===== src/rtl/regfile_port_arbiter.sv =====
// Round-robin arbiter sharing the 16x8 register-file port between CPU and DBG requesters.
// Optional define REGFILE_ARB_LOCK_EN adds dbg_lock so DBG can hold off the CPU between its own accesses.
module regfile_port_arbiter #(
  parameter int DATA_W = 8,
  parameter int ADDR_W = 4
) (
  input  logic              clk,
  input  logic              rst_n,
  input  logic              cpu_req,
  input  logic              cpu_rw,
  input  logic [ADDR_W-1:0] cpu_reg,
  input  logic [DATA_W-1:0] cpu_wdata,
  output logic              cpu_gnt,
  output logic              cpu_rvalid,
  input  logic              dbg_req,
  input  logic              dbg_rw,
  input  logic [ADDR_W-1:0] dbg_reg,
  input  logic [DATA_W-1:0] dbg_wdata,
  output logic              dbg_gnt,
  output logic              dbg_rvalid,
`ifdef REGFILE_ARB_LOCK_EN
  input  logic              dbg_lock,
`endif
  output logic [DATA_W-1:0] rdata,
  output logic [ADDR_W-1:0] rf_regname,
  output logic              rf_rw,
  output logic [DATA_W-1:0] rf_in,
  input  logic [DATA_W-1:0] rf_out
);

  typedef enum logic [1:0] {IDLE, GRANT, RESP} state_e;

  state_e            state_q, state_d;
  logic              sel_dbg_q, sel_dbg_d;
  logic              rw_q, rw_d;
  logic [ADDR_W-1:0] reg_q, reg_d;
  logic [DATA_W-1:0] in_q, in_d;
  logic              last_cpu_q, last_cpu_d;
  logic              last_dbg_q, last_dbg_d;
  logic              cpu_ok;
  logic              win_dbg;

  // Both "last" flags clear on reset: no owner for the lock, and CPU wins the first tie.
`ifdef REGFILE_ARB_LOCK_EN
  assign cpu_ok = cpu_req && !(dbg_lock && last_dbg_q);
`else
  assign cpu_ok = cpu_req;
`endif
  assign win_dbg = dbg_req && (!cpu_ok || last_cpu_q);

  always_ff @(posedge clk or negedge rst_n) begin
    if (!rst_n) begin
      state_q    <= IDLE;
      sel_dbg_q  <= 1'b0;
      rw_q       <= 1'b0;
      reg_q      <= '0;
      in_q       <= '0;
      last_cpu_q <= 1'b0;
      last_dbg_q <= 1'b0;
    end else begin
      state_q    <= state_d;
      sel_dbg_q  <= sel_dbg_d;
      rw_q       <= rw_d;
      reg_q      <= reg_d;
      in_q       <= in_d;
      last_cpu_q <= last_cpu_d;
      last_dbg_q <= last_dbg_d;
    end
  end

  always_comb begin
    state_d    = state_q;
    sel_dbg_d  = sel_dbg_q;
    rw_d       = rw_q;
    reg_d      = reg_q;
    in_d       = in_q;
    last_cpu_d = last_cpu_q;
    last_dbg_d = last_dbg_q;
    case (state_q)
      GRANT: state_d = RESP;
      default: begin
        if (cpu_ok || dbg_req) begin
          state_d    = GRANT;
          sel_dbg_d  = win_dbg;
          rw_d       = win_dbg ? dbg_rw    : cpu_rw;
          reg_d      = win_dbg ? dbg_reg   : cpu_reg;
          in_d       = win_dbg ? dbg_wdata : cpu_wdata;
          last_cpu_d = !win_dbg;
          last_dbg_d = win_dbg;
        end else begin
          state_d = IDLE;
        end
      end
    endcase
  end

  // Strobes decode straight from state_q so an async reset kills rf_rw immediately.
  assign cpu_gnt    = (state_q == GRANT) && !sel_dbg_q;
  assign dbg_gnt    = (state_q == GRANT) &&  sel_dbg_q;
  assign rf_rw      = (state_q == GRANT) &&  rw_q;
  assign cpu_rvalid = (state_q == RESP)  && !rw_q && !sel_dbg_q;
  assign dbg_rvalid = (state_q == RESP)  && !rw_q &&  sel_dbg_q;
  assign rf_regname = reg_q;
  assign rf_in      = in_q;
  assign rdata      = rf_out;

endmodule


===== config.mk =====
export PLATFORM = sky130hd
export DESIGN_NAME = regfile_port_arbiter
export DESIGN_NICKNAME = d
export VERILOG_FILES = /design/src/rtl/regfile_port_arbiter.sv
export SDC_FILE = /design/constraint.sdc
export NUM_CORES = 1
export LEC_CHECK = 0
export ABC_AREA = 1
export BUFFER_PORTS_ARGS = -buffer_cell sky130_fd_sc_hd__buf_2
export CAP_MARGIN = 25
export CORE_ASPECT_RATIO = 1.2
export CORE_MARGIN = 2
export CORE_UTILIZATION = 38
export CTS_CLUSTER_DIAMETER = 100
export DETAILED_ROUTE_END_ITERATION = 10
export PLACE_DENSITY_LB_ADDON = 0.2
export SYNTH_ARGS = -nofsm -noshare
export SYNTH_HDL_FRONTEND = slang
export SYNTH_SLANG_ARGS = --single-unit

===== constraint.sdc =====
create_clock -name clk -period 1.3 [get_ports clk]
set_clock_uncertainty 0.05 [all_clocks]
set_input_delay 0.195 -clock clk [delete_from_list [all_inputs] [get_ports clk]]
set_output_delay 0.195 -clock clk [all_outputs]
set_load 0.01 [all_outputs]

# After elaboration in Yosys (flattened, before gate mapping)
# Cells that the tools add are included.
# totals
regBits	17
input_bits	38
output_inout_bits	25
word_cells	28
# classes
eq_ne	2
mux	5
n_bitwise	1
n_reduce_logical	14
# ops
cell	count
$mux W8	1
$logic_and A1 B1 Y1	7
$logic_not A1 Y1	4
$mux W4	1
$eq A2 B1 Y1 const B	1
$eq A2 B2 Y1 const B	1
$logic_or A1 B1 Y1	2
$mux W1	2
$mux W2	1
$reduce_and A2 Y1	1
$not A1 Y1	1

# Longest topological paths before layout
# Gate-level depths: netlist of the first run.
# logic_depth
word_depth	4
depth_mapped	6
ltp_nobuf	5

# Worst setup path after synthesis of the first run
# No wires, ideal clock.
# synth_path
path_type	register to output
startpoint	reg state_q[1]
endpoint	out cpu_gnt
arrival_ns	0.897
required_ns	1.055
path_slack_ns	0.158
path_stages_with_launch	5
n_path_buf	1
path_cell_list	dfrtp_1 -> inv_1 -> nand2_2 -> buf_2 -> nor2_1
# synth_via
elab_chain_cells	2
# synth_rtl
element	line	source
start, declared	33	state_e state_q, state_d;
start signal, assigned	61	state_q <= state_d;
$eq A2 B1 Y1	98	assign cpu_gnt = (state_q == GRANT) && !sel_dbg_q;
$logic_and A1 B1 Y1	98	
end, declared	13	output logic cpu_gnt,
# No other way between the ends.

# Worst setup path in the final report of the first run
# layout_path
startpoint	reg state_q[1]
endpoint	out cpu_rvalid
# layout_via
elab_chain_cells	3
# layout_rtl
element	line	source
$eq A2 B2 Y1	101	assign cpu_rvalid = (state_q == RESP) && !rw_q && !sel_dbg_q;
$logic_and A1 B1 Y1 (2 in series)	101	
end, declared	14	output logic cpu_rvalid,
# No other way between the ends.

==> results of run 1 <==
## worst max-delay path, stage by stage, from the launching register on
cell     delay (ns)
dfrtp_1        0.39
buf_4          0.13
nand3_2        0.08
nor2_1         0.09
buf_2          0.13
## worst max-delay path by stage
stage	endpoint	depth (start not counted)	slack [ns]	from
final	cpu_rvalid	4	-0.05	state_q[1]
after global routing	cpu_rvalid	4	-0.13	state_q[1]
after CTS	cpu_rvalid	4	-0.02	state_q[1]
after detailed placement	rf_in[5]	5	0.08	dbg_req
after global placement	rf_in[2]	5	0.11	dbg_req
after floorplan	cpu_gnt	4	0.16	state_q[1]
## power breakdown
part	internal (µW)	total, µW	switching [µW]
Clock	119	297	178
Sequential	784	926	142
Combinational	579	1380	803
Total	1480	2610	1120
## sequential cells by signal (all words and copies together), names as in the netlist
register,cells
rf_in,8
rf_regname,4
state_q,2
last_cpu_q,1
rw_q,1
sel_dbg_q,1
## through the flow
step	hold slack, ns	setup TNS, ns
2_1_floorplan	-0.151	0
3_3_place_gp	0.0959	0
3_5_place_dp	0.0959	0
4_1_cts	0.0878	-0.0296
5_1_grt	0.0658	-0.709
6_report	0.0779	-0.162
## cell type report
type / count / area (µm²)
fill: 253 / 1230
clock buffer: 4 / 26.3
tap: 33 / 41.3
sequential: 17 / 425
inverter: 5 / 18.8
multi-input combinational: 70 / 480
timing repair buffer: 55 / 300
## metal layers
metal	vias to the layer above	routed length (µm)	part of all wire [%]	GRT usage (%)
met2	25	1290	52	27.5
met1	442	1050	43	18.9
met4	0	17	0.69	7.72
met5	-	0	0	0
met3	2	108	4.4	2.71
li1	451	-	-	-
## logic make-up (layout without fill, tap and decap cells)
group           after synthesis  in the layout  share of synthesized area [%]
buf+inv                      20             64                           13.9
flops                        17             17                           42.1
compound gates                3              4                           2.60
simple gates                 66             66                           41.5
## cell usage in the layout (no fill, tap or decap)
| cell type | Yosys | final |
|---|---|---|
| inv_2 | 0 | 2 |
| nand2_8 | 0 | 1 |
| dlygate4sd3_1 | 0 | 1 |
| o21ai_1 | 2 | 2 |
| nor2_1 | 5 | 5 |
| clkbuf_1 | 0 | 1 |
| o21ai_4 | 1 | 2 |
| buf_2 | 4 | 46 |
| buf_4 | 8 | 8 |
| clkbuf_4 | 0 | 3 |
| nand3_1 | 11 | 10 |
| dfrtp_1 | 17 | 17 |
| nand2_1 | 15 | 15 |
| nand4_1 | 13 | 13 |
| nor2_4 | 1 | 1 |
| inv_1 | 5 | 3 |
| nand3_2 | 16 | 17 |
| nand2_2 | 2 | 1 |
| nor2_2 | 2 | 2 |
| nand2_4 | 1 | 1 |
## timing repair
action	4_1_cts	5_1_grt
resized for setup	4	2
hold buffers	1	0
hold endpoints to repair	17	0
buffers inserted	3	2
setup endpoints to repair	5	18
gates cloned	0	1
pin swaps	1	1
==> flow_summary.ini, run 1 <==
[outcome]
status = finished with violations
violations = setup timing

[yosys]
syn_nets = 144
ys_types = 17
yosys_warnings = 0
synth_common_cells = dfrtp_1, nand3_2, nand2_1, nand4_1, nand3_1
seq_area_frac_synth_pct = 42.1
ys.flop_type = dfrtp_1
synth_area_leaders = dfrtp_1, nand3_2, nand4_1
ys_ff_latch = 17
postSynthAreaPerCell_um2 = 9.54
async_flop_share_pct = 100
synthesis.area_um2 = 1010
synth_largest_area_cell = dfrtp_1
synth_edf_count = 0
synth_top_area_share_pct = 42.1
yosysMostFrequentCell = dfrtp_1
synthesis.instances = 106

[cells_and_area]
syn_to_final_growth_pct = 27.8
utilization_pct = 51.1
final_cells = 184
design_area_um2 = 1290
finalNetCount = 190
drive_gt1_share_pct = 55.6
antenna_cells = 0

[pwr]
power.leakage_uw = 0.000679
power.total_uw = 2610
powerDensity_nw_per_um2 = 2020
vdd_ir_drop_max_mv = 0.843

[cts]
clock_latency_ns = 0.29
cts_made_buffers = 3
cts_tree = done
clock_path_buffers = 2
clkSlewWorstSetupHoldPaths_ns = 0.11
cts_sinks = 17
cts-root-buf = clkbuf_4
htree_levels = 1

[timing]
period_needed_ns = 1.35
worst_pin_slew_ns = 0.403
fin_crit_sh_pct = 104
fmax_mhz = 739
grt_setup_unrepaired = true
max_slew_margin_pct = 73.1
final_max_slew_viol_count = 0
setup-violations-final = 5
final-hold-violation-count = 0
fin_ws_ns = -0.0539

[placed_design]
io_buffers = 46
dpl_cell_area_um2 = 1180
dpl.cell_count = 173
place_hpwl_um = 1680
place_ws_ns = 0.0770
place_congestion = 0.695

[critical_path]
crit_arrival_ns = 1.11
cp.required_ns = 1.05
timing.rr.start = state_q[1]
cp-start-kind = register
ff2ff_setup_slack_ns = 0.04
crit_fanout = 2
critPathKind = register to output pin
endpoint_kind = output pin
rr_worst_depth = 6
r2r_end = rf_in[6]

[die]
die_y_um = 60.5
start_util_pct = 40.0
rows = 20
ios = 63
core_um2 = 2530
die_w_um = 51.1
dieArea_um2 = 3090

[grt]
overflow = 0
grt_use_total_pct = 15.7
grt_pass1_wl_um = 3640
antenna_found_initial = 0
grt_pass1_vias = 862
grt_max_degree = 18

[detailed_routing]
num_vias = 920
via_per_inst = 5.00
ant_nets = 0
wl_per_cell_um = 13.4
firstDrtPassIters = 4
drt_iter0_markers = 23
drc_errors = 0
routed_wl_um = 2470

[job]
cap_violations = 0

[min_path]
min-delay-start = cpu_reg[0]
holdCritPathClass = input port to register
whs_path_depth = 3
whs_endpoint = rf_regname[0]
No activity file was read; power rests on OpenSTA's default activity.
==> run 2: changes to the inputs <==
--- a/config.mk
+++ b/config.mk
@@ -11,7 +11,9 @@
 export CORE_ASPECT_RATIO = 1.2
 export CORE_MARGIN = 2
 export CORE_UTILIZATION = 38
+export CTS_BUF_LIST = sky130_fd_sc_hd__clkbuf_16
 export CTS_CLUSTER_DIAMETER = 100
+export CTS_CLUSTER_SIZE = 8
 export DETAILED_ROUTE_END_ITERATION = 10
 export PLACE_DENSITY_LB_ADDON = 0.2
 export SYNTH_ARGS = -nofsm -noshare
==> constraint.sdc (replaced) <==
create_clock -name clk -period 1.6 [get_ports clk]
set_clock_uncertainty 0.05 [all_clocks]
set_input_delay 0.24 -clock clk [delete_from_list [all_inputs] [get_ports clk]]
set_output_delay 0.24 -clock clk [all_outputs]
set_load 0.01 [all_outputs]
==> flow_summary.ini, run 2 (synthesis results as in run 1) <==
[timing]
fmax_mhz = 675
final_max_slew_viol_count = 0
setup-violations-final = 0
tns_ns = 0
max_slew_margin_pct = 69.2
final-hold-violation-count = 0
worst_pin_slew_ns = 0.460
grt_setup_unrepaired = false
period_needed_ns = 1.48
fin_crit_sh_pct = 92.6

[placed_design]
place_congestion = 0.692
place_hpwl_um = 1690
io_buffers = 46

[detailed_routing]
wl_per_cell_um = 13.3
firstDrtPassIters = 4
num_vias = 874
routed_wl_um = 2330
drt_iter0_markers = 16
drc_errors = 0
ant_nets = 0
via_per_inst = 4.97

[pwr]
pwr-share-clk_pct = 22.5
power.total_uw = 2180
power.leakage_uw = 0.000666
p_int_uw = 1330
power.share.switching_pct = 39.1
pwr-share-comb_pct = 42.9
powerDensity_nw_per_um2 = 1730
vdd_ir_drop_max_mv = 0.790
seqPwrFrac_pct = 34.6
switching_power_uw = 852

[grt]
antenna_found_initial = 0
overflow = 0
grt_pass1_vias = 859
grt_pass1_wl_um = 3640
grt_max_degree = 18
grt_use_total_pct = 15.7

[cts]
clock_path_buffers = 2
cts_setup_buffers = 0
cts_resized = 0
cts_sinks = 17
htree_levels = 1
clkSlewWorstSetupHoldPaths_ns = 0.05
cts_made_buffers = 3
clock_latency_ns = 0.24
cts-root-buf = clkbuf_16
cts_tree = done

[critical_path]
endpoint_kind = output pin
critPathKind = register to output pin
cp.required_ns = 1.31
cp_slowest_cell = dfrtp_1
slowest_delay_ns = 0.39
crit_arrival_ns = 1.19
cp-start-kind = register
crit_fanout = 17
crit_chain = inv_1 -> nand2_2 -> nor2_1 -> buf_2

[cells_and_area]
antenna_cells = 0
utilization_pct = 49.8
finalNetCount = 182
n_fill_cell = 251
syn_to_final_growth_pct = 24.4
mostFrequentLayoutCells = buf_2, dfrtp_1, nand3_2, nand2_1, nand4_1
drive_gt1_share_pct = 51.0
final_common_cell = buf_2
largest_reg_flops = 8

[job]
cap_violations = 0

[die]
die_w_um = 51.1
dieArea_um2 = 3090
rows = 20
start_util_pct = 40.0
die_y_um = 60.5
ios = 63
core_um2 = 2530

[outcome]
status = finished clean

[min_path]
holdCritPathClass = input port to register
## run 2: cell count changes in the layout (fill, tap and decap cells not counted), moves of 2 or more
| cell | delta |
|---|---|
| inv_1 | +3 |
| clkbuf_4 | -3 |
| buf_4 | -7 |
| inv_2 | -2 |
| clkbuf_16 | +3 |
## run 2: area by class of cell
class | count | area (µm²) | share of cell area, %
Clock inverter | 1 | 3.75 | 0.299
Clock buffer | 3 | 75.1 | 5.97
Timing Repair Buffer | 48 | 248 | 19.7
Tap cell | 33 | 41.3 | 3.28
Inverter | 5 | 18.8 | 1.49
Sequential cell | 17 | 425 | 33.8
Multi-Input combinational cell | 69 | 445 | 35.4
## run 2: layer usage
| layer | up-vias | global-route usage (%) | wire length (µm) |
|---|---|---|---|
| li1 | 432 | - | - |
| met1 | 417 | 18.7 | 965 |
| met2 | 23 | 27.6 | 1240 |
| met3 | 2 | 1.72 | 109 |
| met4 | 0 | 8.88 | 17 |
| met5 | - | 0 | 0 |
## run 2: per-stage QoR
step	setup slack (ns)	hold slack (ns)	area [µm²]	cells
after detailed placement	0.311	0.143	1170	171
after floorplan	0.413	-0.106	1010	106
after global placement	0.339	0.137	1170	171
after global routing	0.0143	0.186	1260	176
after CTS	0.105	0.179	1260	176
final	0.118	0.179	1260	176
## run 2: power groups by stage
stage	Clock, µW	Combinational, µW	Sequential (µW)
2_1_floorplan	0	619	827
3_3_place_gp	0	934	754
3_5_place_dp	0	947	764
4_1_cts	497	951	758
5_1_grt	507	1040	781
6_report	490	935	753
## run 2: worst paths after layout
| check | start | endpoint | slack [ns] | depth (start not counted) |
|---|---|---|---|---|
| max | state_q[1] | cpu_gnt | 0.12 | 4 |
| min | cpu_reg[0] | rf_regname[0] | 0.18 | 3 |
| max reg2reg | state_q[1] | rf_regname[1] | 0.35 | 5 |
| min reg2reg | state_q[1] | state_q[1] | 0.43 | 1 |
| max in group asynchronous | rst_n | rf_regname[3] | 0.80 | 2 |
| min in group asynchronous | rst_n | rf_in[6] | 0.41 | 2 |
## run 2: critical path, delay by kind of cell (launching register included)
kind	cells	cell delay, ns
buf+inv	2	0.21
simple gates	2	0.34
flops	1	0.39
## run 2: repair_timing
| action | 4_1_cts | 5_1_grt |
|---|---|---|
| endpoints found under the hold margin | 17 | 0 |
| hold buffers | 1 | 0 |
| endpoints found under the setup margin | 0 | 0 |
==> run 3: changes to the inputs <==
--- a/config.mk
+++ b/config.mk
@@ -10,7 +10,7 @@
 export CAP_MARGIN = 25
 export CORE_ASPECT_RATIO = 1.2
 export CORE_MARGIN = 2
-export CORE_UTILIZATION = 38
+export CORE_UTILIZATION = 45
 export CTS_BUF_LIST = sky130_fd_sc_hd__clkbuf_16
 export CTS_CLUSTER_DIAMETER = 100
 export CTS_CLUSTER_SIZE = 8
==> flow_summary.ini, run 3 (synthesis results as in run 1) <==
[outcome]
status = finished clean

[timing]
grt_setup_unrepaired = false
period_needed_ns = 1.40
max_slew_margin_pct = 68.9
final-hold-violation-count = 0
worst_pin_slew_ns = 0.465
setup-violations-final = 0
fin_crit_sh_pct = 87.8
tns_ns = 0
fmax_mhz = 712
final_max_slew_viol_count = 0

[critical_path]
slowest_delay_ns = 0.39
cp_slowest_cell = dfrtp_1
crit_fanout = 17
crit_chain = inv_1 -> nand2_4 -> nor2_1 -> buf_2
ff2ff_setup_slack_ns = 0.33
cp.required_ns = 1.31
crit_arrival_ns = 1.11
endpoint_kind = output pin
cp_top_family = flip-flops
critPathKind = register to output pin
cp-start-kind = register
worst-path-buf-inv = 2

[die]
start_util_pct = 48.3
dieArea_um2 = 2640
die_y_um = 55.9
ios = 63
rows = 18
die_w_um = 47.3
core_um2 = 2090

[cts]
cts_sinks = 17
cts_tree = done
clock_latency_ns = 0.25
clkSlewWorstSetupHoldPaths_ns = 0.05
cts_made_buffers = 3
cts-root-buf = clkbuf_16
clock_path_buffers = 2
htree_levels = 1

[placed_design]
io_buffers = 46
place_congestion = 0.681
place_hpwl_um = 1620

[pwr]
power.leakage_uw = 0.000666
vdd_ir_drop_max_mv = 1.06
powerDensity_nw_per_um2 = 1750

[detailed_routing]
drc_errors = 0
routed_wl_um = 2310
num_vias = 885
wl_per_cell_um = 13.5
firstDrtPassIters = 4
drt_iter0_markers = 12
via_per_inst = 5.15
ant_nets = 0

[job]
cap_violations = 0

[grt]
grt_pass1_wl_um = 3840
grt_use_total_pct = 19.5
grt_pass1_vias = 879
overflow = 0
grt_max_degree = 18
antenna_found_initial = 0

[cells_and_area]
antenna_cells = 0
syn_to_final_growth_pct = 23.8
final_common_cell = buf_2
finalNetCount = 181
largest_reg_flops = 8
drive_gt1_share_pct = 50.7
utilization_pct = 59.7
mostFrequentLayoutCells = buf_2, dfrtp_1, nand3_2, nand2_1, nand4_1

[min_path]
holdCritPathClass = input port to register
run 3: cell types whose count changed in the layout (fill, tap and decap cells not counted):
cell / delta
buf_4: -1
nand2_2: -1
nand2_4: +1
run 3: metal layers:
layer	GRT usage (%)	up-vias	wire, µm
met1	25.8	422	988
met3	3.25	6	100
met4	7.14	0	34
li1	-	432	-
met5	0	-	0
met2	30.9	25	1190
run 3: final timing paths:
check,endpoint,startpoint,cells after the start
worst max-delay path,cpu_gnt,state_q[1],4
worst min-delay path,rf_in[6],cpu_wdata[6],3
worst max register to register,rf_in[2],state_q[0],5
worst min register to register,state_q[1],state_q[1],1
max in group asynchronous,state_q[1],rst_n,2
min in group asynchronous,rf_in[5],rst_n,2
run 3: area by class of cell:
type                    instances  area, µm²
multi-input cells              69        450
inverters                       5       18.8
fillers                       200        843
clock buffers                   3       75.1
flip-flops and latches         17        425
well taps                      30       37.5
clock inverters                 1       3.75
repair buffers                 47        240
run 3: worst min-delay path, delay by kind of cell:
family | cells | cell delay [ns]
and+or+nand+nor | 2 | 0.12
buffers and inverters | 1 | 0.08
run 3: repair_timing:
action | CTS | global route
hold endpoints to repair | 17 | 0
resized for setup | 0 | 1
endpoints found under the setup margin | 0 | 1
buffers inserted | 0 | 0
hold buffers | 1 | 0
run 3: where the power goes:
group	internal (µW)	total, µW	switching [µW]	leakage (µW)
registers	641	754	113	0.000206
logic	357	951	594	0.000418
clock network	331	488	157	0.0000423
total	1330	2190	864	0.000666
run 3: stage by stage:
stage | total power [µW] | setup slack (ns) | cells | hold slack, ns | area, µm²
6_report | 2190 | 0.196 | 172 | 0.177 | 1250
5_1_grt | 2360 | 0.101 | 172 | 0.193 | 1250
4_1_cts | 2210 | 0.0928 | 172 | 0.179 | 1250
3_5_place_dp | 1710 | 0.187 | 167 | 0.145 | 1160
3_3_place_gp | 1690 | 0.240 | 167 | 0.137 | 1160
2_1_floorplan | 1450 | 0.413 | 106 | -0.106 | 1010
